### src/rtl/noc_vc_output_port_if.sv
// Bundles the input-side flit handshakes, the registered output link and the status flags of one router output port.
// The router drives the port through the master modport and the output port itself uses the slave modport.
interface noc_vc_output_port_if #(
  parameter int NUM_INPUTS   = 5,
  parameter int CHANNELS     = 2,
  parameter int FLIT_WIDTH   = 64,
  parameter int CREDIT_DEPTH = 4
);
  localparam int VCW = (CHANNELS > 1) ? $clog2(CHANNELS) : 1;

  logic [NUM_INPUTS-1:0]            in_valid;
  logic [NUM_INPUTS*VCW-1:0]        in_vc;
  logic [NUM_INPUTS*FLIT_WIDTH-1:0] in_flit;
  logic [NUM_INPUTS-1:0]            in_sop;
  logic [NUM_INPUTS-1:0]            in_eop;
  logic [NUM_INPUTS-1:0]            in_ready;
  logic                             out_valid;
  logic [VCW-1:0]                   out_vc;
  logic [FLIT_WIDTH-1:0]            out_flit;
  logic                             out_sop;
  logic                             out_eop;
  logic [CHANNELS-1:0]              credit_return;
  logic [CHANNELS-1:0]              vc_busy;
  logic                             credit_err;
  logic                             proto_err;

  modport slave (
    input  in_valid, in_vc, in_flit, in_sop, in_eop, credit_return,
    output in_ready, out_valid, out_vc, out_flit, out_sop, out_eop,
    output vc_busy, credit_err, proto_err
  );

  modport master (
    output in_valid, in_vc, in_flit, in_sop, in_eop, credit_return,
    input  in_ready, out_valid, out_vc, out_flit, out_sop, out_eop,
    input  vc_busy, credit_err, proto_err
  );
endinterface

### src/rtl/noc_vc_output_port.sv
// Round-robin switch allocation with per-VC wormhole locks and credits onto one registered link.
// The grant is combinational, the flit appears 1 cycle later, and the link is throttled only by downstream credits.
module noc_vc_output_port #(
  parameter int NUM_INPUTS   = 5,
  parameter int CHANNELS     = 2,
  parameter int FLIT_WIDTH   = 64,
  parameter int CREDIT_DEPTH = 4
) (
  input logic noc_clk,
  input logic noc_rst_n,
  noc_vc_output_port_if.slave bus
);
  localparam int VCW = (CHANNELS > 1) ? $clog2(CHANNELS) : 1;
  localparam int CW  = $clog2(CREDIT_DEPTH + 1);
  localparam int IW  = (NUM_INPUTS > 1) ? $clog2(NUM_INPUTS) : 1;

  typedef struct packed {
    logic                  vld;
    logic [VCW-1:0]        vc;
    logic                  sop;
    logic                  eop;
    logic [FLIT_WIDTH-1:0] flit;
  } out_t;

  logic [CW-1:0]         credit_q [CHANNELS];
  logic [CW-1:0]         credit_d [CHANNELS];
  logic [IW-1:0]         lock_own_q [CHANNELS];
  logic [IW-1:0]         lock_own_d [CHANNELS];
  logic [CHANNELS-1:0]   lock_vld_q, lock_vld_d;
  logic [IW-1:0]         ptr_q, ptr_d;
  logic [NUM_INPUTS-1:0] stall_q, stall_d;
  logic                  credit_err_q, credit_err_d;
  logic                  proto_err_q, proto_err_d;
  logic                  run_q;
  out_t                  out_q, out_d;

  logic [NUM_INPUTS-1:0] elig, perr, grant;
  logic [VCW-1:0]        el_vc;
  logic                  gnt_any;
  logic [IW-1:0]         gnt_idx;
  int                    rr_idx;
  logic [VCW-1:0]        g_vc;
  logic                  g_sop, g_eop;
  logic [FLIT_WIDTH-1:0] g_flit;

  // run_q keeps grants off while reset is asserted and for the first cycle after release
  always_comb begin
    elig  = '0;
    perr  = '0;
    el_vc = '0;
    for (int i = 0; i < NUM_INPUTS; i++) begin
      el_vc = bus.in_vc[i*VCW +: VCW];
      if (int'(el_vc) < CHANNELS) begin
        if (bus.in_valid[i] && !bus.in_sop[i] && !lock_vld_q[el_vc]) begin
          perr[i] = 1'b1;
        end
        if (bus.in_valid[i] && !stall_q[i] && run_q && (credit_q[el_vc] != '0)) begin
          if (bus.in_sop[i] && !lock_vld_q[el_vc]) begin
            elig[i] = 1'b1;
          end else if (!bus.in_sop[i] && lock_vld_q[el_vc] && (lock_own_q[el_vc] == IW'(i))) begin
            elig[i] = 1'b1;
          end
        end
      end
    end
  end

  always_comb begin
    grant   = '0;
    gnt_any = 1'b0;
    gnt_idx = '0;
    rr_idx  = 0;
    for (int k = 0; k < NUM_INPUTS; k++) begin
      rr_idx = int'(ptr_q) + k;
      if (rr_idx >= NUM_INPUTS) begin
        rr_idx = rr_idx - NUM_INPUTS;
      end
      if (!gnt_any && elig[rr_idx[IW-1:0]]) begin
        gnt_any = 1'b1;
        gnt_idx = rr_idx[IW-1:0];
      end
    end
    if (gnt_any) begin
      grant[gnt_idx] = 1'b1;
    end
  end

  always_comb begin
    g_vc   = '0;
    g_sop  = 1'b0;
    g_eop  = 1'b0;
    g_flit = '0;
    for (int i = 0; i < NUM_INPUTS; i++) begin
      if (grant[i]) begin
        g_vc   = bus.in_vc[i*VCW +: VCW];
        g_sop  = bus.in_sop[i];
        g_eop  = bus.in_eop[i];
        g_flit = bus.in_flit[i*FLIT_WIDTH +: FLIT_WIDTH];
      end
    end
  end

  always_comb begin
    ptr_d        = ptr_q;
    lock_vld_d   = lock_vld_q;
    lock_own_d   = lock_own_q;
    credit_d     = credit_q;
    credit_err_d = credit_err_q;
    proto_err_d  = proto_err_q | (|perr);
    stall_d      = stall_q | perr;
    out_d        = '0;
    if (gnt_any) begin
      ptr_d      = (gnt_idx == IW'(NUM_INPUTS - 1)) ? '0 : gnt_idx + IW'(1);
      out_d.vld  = 1'b1;
      out_d.vc   = g_vc;
      out_d.sop  = g_sop;
      out_d.eop  = g_eop;
      out_d.flit = g_flit;
      if (g_sop && !g_eop) begin
        lock_vld_d[g_vc] = 1'b1;
        lock_own_d[g_vc] = gnt_idx;
      end else if (g_eop) begin
        lock_vld_d[g_vc] = 1'b0;
      end
    end
    // a return at full credit is an upstream bookkeeping bug: hold the count, flag it
    for (int c = 0; c < CHANNELS; c++) begin
      if (gnt_any && (g_vc == VCW'(c)) && !bus.credit_return[c]) begin
        credit_d[c] = credit_q[c] - CW'(1);
      end else if (bus.credit_return[c] && !(gnt_any && (g_vc == VCW'(c)))) begin
        if (credit_q[c] == CW'(CREDIT_DEPTH)) begin
          credit_err_d = 1'b1;
        end else begin
          credit_d[c] = credit_q[c] + CW'(1);
        end
      end
    end
  end

  always_ff @(posedge noc_clk or negedge noc_rst_n) begin
    if (!noc_rst_n) begin
      for (int c = 0; c < CHANNELS; c++) begin
        credit_q[c]   <= CW'(CREDIT_DEPTH);
        lock_own_q[c] <= '0;
      end
      lock_vld_q   <= '0;
      ptr_q        <= '0;
      stall_q      <= '0;
      credit_err_q <= 1'b0;
      proto_err_q  <= 1'b0;
      run_q        <= 1'b0;
      out_q        <= '0;
    end else begin
      credit_q     <= credit_d;
      lock_own_q   <= lock_own_d;
      lock_vld_q   <= lock_vld_d;
      ptr_q        <= ptr_d;
      stall_q      <= stall_d;
      credit_err_q <= credit_err_d;
      proto_err_q  <= proto_err_d;
      run_q        <= 1'b1;
      out_q        <= out_d;
    end
  end

  assign bus.in_ready   = grant;
  assign bus.out_valid  = out_q.vld;
  assign bus.out_vc     = out_q.vc;
  assign bus.out_sop    = out_q.sop;
  assign bus.out_eop    = out_q.eop;
  assign bus.out_flit   = out_q.flit;
  assign bus.vc_busy    = lock_vld_q;
  assign bus.credit_err = credit_err_q;
  assign bus.proto_err  = proto_err_q;
endmodule
### src/flat_wrapper.sv
// flat-port wrapper written by rule: the top's interface ports become plain ports
module noc_vc_output_port_flat 
#(
  parameter int NUM_INPUTS   = 5,
  parameter int CHANNELS     = 2,
  parameter int FLIT_WIDTH   = 64,
  parameter int CREDIT_DEPTH = 4
)
  (noc_clk, noc_rst_n, bus_in_valid, bus_in_vc, bus_in_flit, bus_in_sop, bus_in_eop, bus_credit_return, bus_in_ready, bus_out_valid, bus_out_vc, bus_out_flit, bus_out_sop, bus_out_eop, bus_vc_busy, bus_credit_err, bus_proto_err);
  noc_vc_output_port_if #(.NUM_INPUTS(NUM_INPUTS), .CHANNELS(CHANNELS), .FLIT_WIDTH(FLIT_WIDTH), .CREDIT_DEPTH(CREDIT_DEPTH)) bus_i ();
  input logic noc_clk;
  input logic noc_rst_n;
  input wire logic [$bits(bus_i.in_valid)-1:0] bus_in_valid;
  input wire logic [$bits(bus_i.in_vc)-1:0] bus_in_vc;
  input wire logic [$bits(bus_i.in_flit)-1:0] bus_in_flit;
  input wire logic [$bits(bus_i.in_sop)-1:0] bus_in_sop;
  input wire logic [$bits(bus_i.in_eop)-1:0] bus_in_eop;
  input wire logic [$bits(bus_i.credit_return)-1:0] bus_credit_return;
  output wire logic [$bits(bus_i.in_ready)-1:0] bus_in_ready;
  output wire logic [$bits(bus_i.out_valid)-1:0] bus_out_valid;
  output wire logic [$bits(bus_i.out_vc)-1:0] bus_out_vc;
  output wire logic [$bits(bus_i.out_flit)-1:0] bus_out_flit;
  output wire logic [$bits(bus_i.out_sop)-1:0] bus_out_sop;
  output wire logic [$bits(bus_i.out_eop)-1:0] bus_out_eop;
  output wire logic [$bits(bus_i.vc_busy)-1:0] bus_vc_busy;
  output wire logic [$bits(bus_i.credit_err)-1:0] bus_credit_err;
  output wire logic [$bits(bus_i.proto_err)-1:0] bus_proto_err;
  assign bus_i.in_valid = bus_in_valid;
  assign bus_i.in_vc = bus_in_vc;
  assign bus_i.in_flit = bus_in_flit;
  assign bus_i.in_sop = bus_in_sop;
  assign bus_i.in_eop = bus_in_eop;
  assign bus_i.credit_return = bus_credit_return;
  assign bus_in_ready = bus_i.in_ready;
  assign bus_out_valid = bus_i.out_valid;
  assign bus_out_vc = bus_i.out_vc;
  assign bus_out_flit = bus_i.out_flit;
  assign bus_out_sop = bus_i.out_sop;
  assign bus_out_eop = bus_i.out_eop;
  assign bus_vc_busy = bus_i.vc_busy;
  assign bus_credit_err = bus_i.credit_err;
  assign bus_proto_err = bus_i.proto_err;
  noc_vc_output_port #(.NUM_INPUTS(NUM_INPUTS), .CHANNELS(CHANNELS), .FLIT_WIDTH(FLIT_WIDTH), .CREDIT_DEPTH(CREDIT_DEPTH)) u_core (.noc_clk(noc_clk), .noc_rst_n(noc_rst_n), .bus(bus_i));
endmodule
### config.mk
export PLATFORM = sky130hd
export DESIGN_NAME = noc_vc_output_port_flat
export DESIGN_NICKNAME = d
export VERILOG_FILES = /design/src/rtl/noc_vc_output_port_if.sv /design/src/rtl/noc_vc_output_port.sv /design/src/flat_wrapper.sv
export SDC_FILE = /design/constraint.sdc
export NUM_CORES = 1
export LEC_CHECK = 0
export CAP_MARGIN = 0
export CORE_AREA = 5 5 161 163
export DETAILED_ROUTE_END_ITERATION = 10
export DIE_AREA = 0 0 166 168
export PLACE_DENSITY_LB_ADDON = 0.05
export SETUP_SLACK_MARGIN = 0.3
export SLEW_MARGIN = 20
export SYNTH_ARGS = -nofsm -noshare
export SYNTH_HDL_FRONTEND = slang
export SYNTH_SLANG_ARGS = --single-unit
### constraint.sdc
create_clock -name noc_clk -period 8.9 [get_ports noc_clk]
set_clock_uncertainty 0.1 [all_clocks]
set_input_delay 1.335 -clock noc_clk [delete_from_list [all_inputs] [get_ports noc_clk]]
set_output_delay 1.335 -clock noc_clk [all_outputs]
set_load 0.01 [all_outputs]
==> results.md <==
* Fin crit share at 80.1%
* Row count at 57
* H-tree depth at 3
* Max Buffers Root-to-Sink at 2
* RSZ-0062 raised after global routing: false
* Number of global-route vias before repair at 7,232
* Initial antenna violation count at 10
* Cells after Synth at 641
* Layout cell share with drive strength beyond 1 at 5.20%
* DRT iter0 DRCs at 642
* Critical Path Start Type: input pin
* Number of synthesized register bits at 93
* Cts repair resizes at 0
* Ys Warns at 0
* GR Util met2 at 38.8%
* FF-to-FF path depth at 20
* IO buf count at 420
* Max_cap viols at 0
* Final ANT Viol Nets at 0
* Synth area leader: dfrtp_1
* CP max-delay cell: clkdlybuf4s50_1
* Slew @ Worst Pin at 0.935 ns
* Most used routing layer: met2
* Most frequent cell after synthesis: dfrtp_1
* First-pass GRT wire length at 48,500 um
* Routed vias/inst at 5.21
* Netlist Area Pre-Place at 6340 um2
* IO Pins at 421
* WHS at 0.350 ns
* Drc violations at 0
* Reg2reg start: u_core.ptr_q[0]$_DFFE_PN0P_
* Gr usage total at 23.1%
* CP Capture Point: bus_in_ready[0]
* TritonCTS Sinks at 93
* Max rail drop VDD at 0.686 mV
* FFs w/ async S/R, synth at 100%
* Clk Latency, worst-skew pair at 0.35 ns
* Clock slew at the register clock pins of the worst setup and hold paths at 0.08 ns
* Post-synth EDFFs at 0
* Worst slew margin at 37.7%
* Sequential area share after synthesis at 36.8%
* Setup WS pre-CTS at 1.80 ns
* Hold WC Path Type: flip-flop to flip-flop
* CP Data Arrival Time at 5.70 ns
* Most common cell on crit path: clkdlybuf4s50_1
* Setup crit start: bus_in_sop[4]
* Via count at 7,134
* Post CTS Setup Buffer Count at 0
* Worst Setup Slack, final at 1.77 ns
* Hold Buf Count CTS at 0
* PD cells at 547 nW/um2
* Endpoint class of the critical path: output pin
* Flop-to-flop setup slack at 2.70 ns
* Avg WL per Cell at 24.9 um
* Setup violators final at 0
* Final hold vios at 0
* Total wire length at 34,100 um
* Num CTS Buffers at 9
* R2r endpoint: u_core.credit_q[5]$_DFFE_PN1P_
* TritonCTS clock tree: done
* DR pass1 iterations at 9
* Delay of the slowest critical-path stage at 0.57 ns
* Post-DP HPWL at 27,300 um
* Leak pwr at 4.39 nW
* Fin crit period at 7.13 ns
* Die height at 168 um
* Area Growth Syn to Fin at 75.4%
* Global routing usage on met3 at 7.36%
* Final Max Slew Viols at 0
* Area of the die at 27,900 um2
* Ys flop type: dfrtp_1
* Worst Path Required at 7.47 ns
* Largest net degree at the start of global routing at 65
* Placer Congestion at 0.971
* Setup TNS at 0 ns
* Area contributors post-synth: dfrtp_1 (36%), mux2i_1 (12%), a222oi_1 (10%), o21ai_0 (4.3%), ha_1 (2.8%)
* Synth top cells by count: dfrtp_1 (91), mux2i_1 (79), a222oi_1 (64)
* Grt total ovfl at 0
* Die Span X at 166 um
* Fmax at 140 MHz
* Syn_nets at 1,002
* Root Driver: clkbuf_16
* Layout net count at 1,395
* CP Class: input pin to output pin
* Cell chain of the critical path: clkdlybuf4s50_1, or4b_1, a211o_1, a2111o_1, and4bb_2, a221oi_1, a21boi_1, or3_1, o22ai_1, nor2_4, buf_4, nor3_2, clkdlybuf4s50_1
* Post-synth cell types at 86
* Total power at 6.08 mW
* Met1 GRT Util at 28.1%
* Top-area cell type share of the netlist area at 35.9%
* CP max FO at 47
* Run status: completed
* FILL cells at 2,332
* Synthesized area per cell at 9.89 um2
* Initial Utilization at 26.2%
* Core area at 24,200 um2
## layout by cell type (no fill, tap or decap), types with 20 or more instances in the layout
cell	synthesis	layout
inv_1	31	31
nand2_1	20	20
o21ai_0	54	54
nor2_1	28	26
a21oi_1	20	20
o21ai_1	21	21
mux2i_1	79	79
clkdlybuf4s50_1	0	419
dfrtp_1	91	91
a222oi_1	64	64
## worst min-delay path by stage
stage                                     start                     endpoint  depth (start not counted)
finish              u_core.stall_q[3]$_DFF_PN0_  u_core.stall_q[3]$_DFF_PN0_                          1
global route        u_core.stall_q[3]$_DFF_PN0_  u_core.stall_q[3]$_DFF_PN0_                          1
CTS                 u_core.stall_q[2]$_DFF_PN0_  u_core.stall_q[2]$_DFF_PN0_                          1
detailed placement  u_core.stall_q[2]$_DFF_PN0_  u_core.stall_q[2]$_DFF_PN0_                          1
global placement    u_core.stall_q[2]$_DFF_PN0_  u_core.stall_q[2]$_DFF_PN0_                          1
floorplan           u_core.stall_q[2]$_DFF_PN0_  u_core.stall_q[2]$_DFF_PN0_                          1
## metal layers
metal  part of all wire, %  up-vias
met5                  0.16        -
met4                   2.5        8
li1                      -     3337
met1                    39     3447
met3                   8.3       44
met2                    50      298
## layout make-up
class / instances / area, um2 / area share (%)
multi-input combinational: 467 / 3690 / 33.2
clock buffer: 10 / 229 / 2.06
timing repair buffer: 428 / 4260 / 38.3
tap: 324 / 405 / 3.65
clock inverter: 6 / 46.3 / 0.417
sequential: 93 / 2330 / 21.0
inverter: 35 / 139 / 1.25
antenna: 6 / 15.0 / 0.135
## registers in the layout (all words and copies together) (netlist names), named ones only
register and flops:
u_core.bus.credit_err 1, u_core.bus.out_eop 1, u_core.bus.out_flit 64, u_core.bus.out_sop 1
u_core.bus.out_valid 1, u_core.bus.out_vc 1, u_core.bus.proto_err 1, u_core.credit_q 6
u_core.lock_own_q 6, u_core.ptr_q 3, u_core.run_q 1, u_core.stall_q 5
## critical path, delay by kind of cell
kind | cells | cell delay [ns]
buffers and inverters | 3 | 1.36
AO/OA/AOI/OAI | 5 | 1.39
AND/OR/NAND/NOR | 5 | 1.60
## report_power, final
| group | total [mW] | internal [mW] | leakage, nW | switching [mW] |
|---|---|---|---|---|
| combinational | 4.88 | 1.99 | 3.12 | 2.89 |
| sequential | 0.825 | 0.704 | 1.13 | 0.121 |
| clock | 0.377 | 0.193 | 0.135 | 0.184 |
| total | 6.08 | 2.89 | 4.39 | 3.19 |
## per-stage QoR
| stage | utilization, % | instance area, um2 | instances |
|---|---|---|---|
| floorplan | - | 6340 | 641 |
| global route | 46.0 | 11100 | 1368 |
| finish | 46.0 | 11100 | 1369 |
| CTS | 45.9 | 11100 | 1363 |
| detailed placement | 44.8 | 10800 | 1347 |
| global placement | 44.8 | 10800 | 1347 |
## cell families after synthesis
group | after synthesis | synth area share, %
AO/OA/AOI/OAI | 237 | 28.7
AND/OR/NAND/NOR | 121 | 10.6
flip-flops | 93 | 36.8
multiplexers | 86 | 13.9
buffers and inverters | 81 | 5.55
adder cells (fa/ha/maj) | 17 | 3.71
XOR/XNOR | 5 | 0.691
other | 1 | 0.0592
Power figures use the tool's default switching activity.
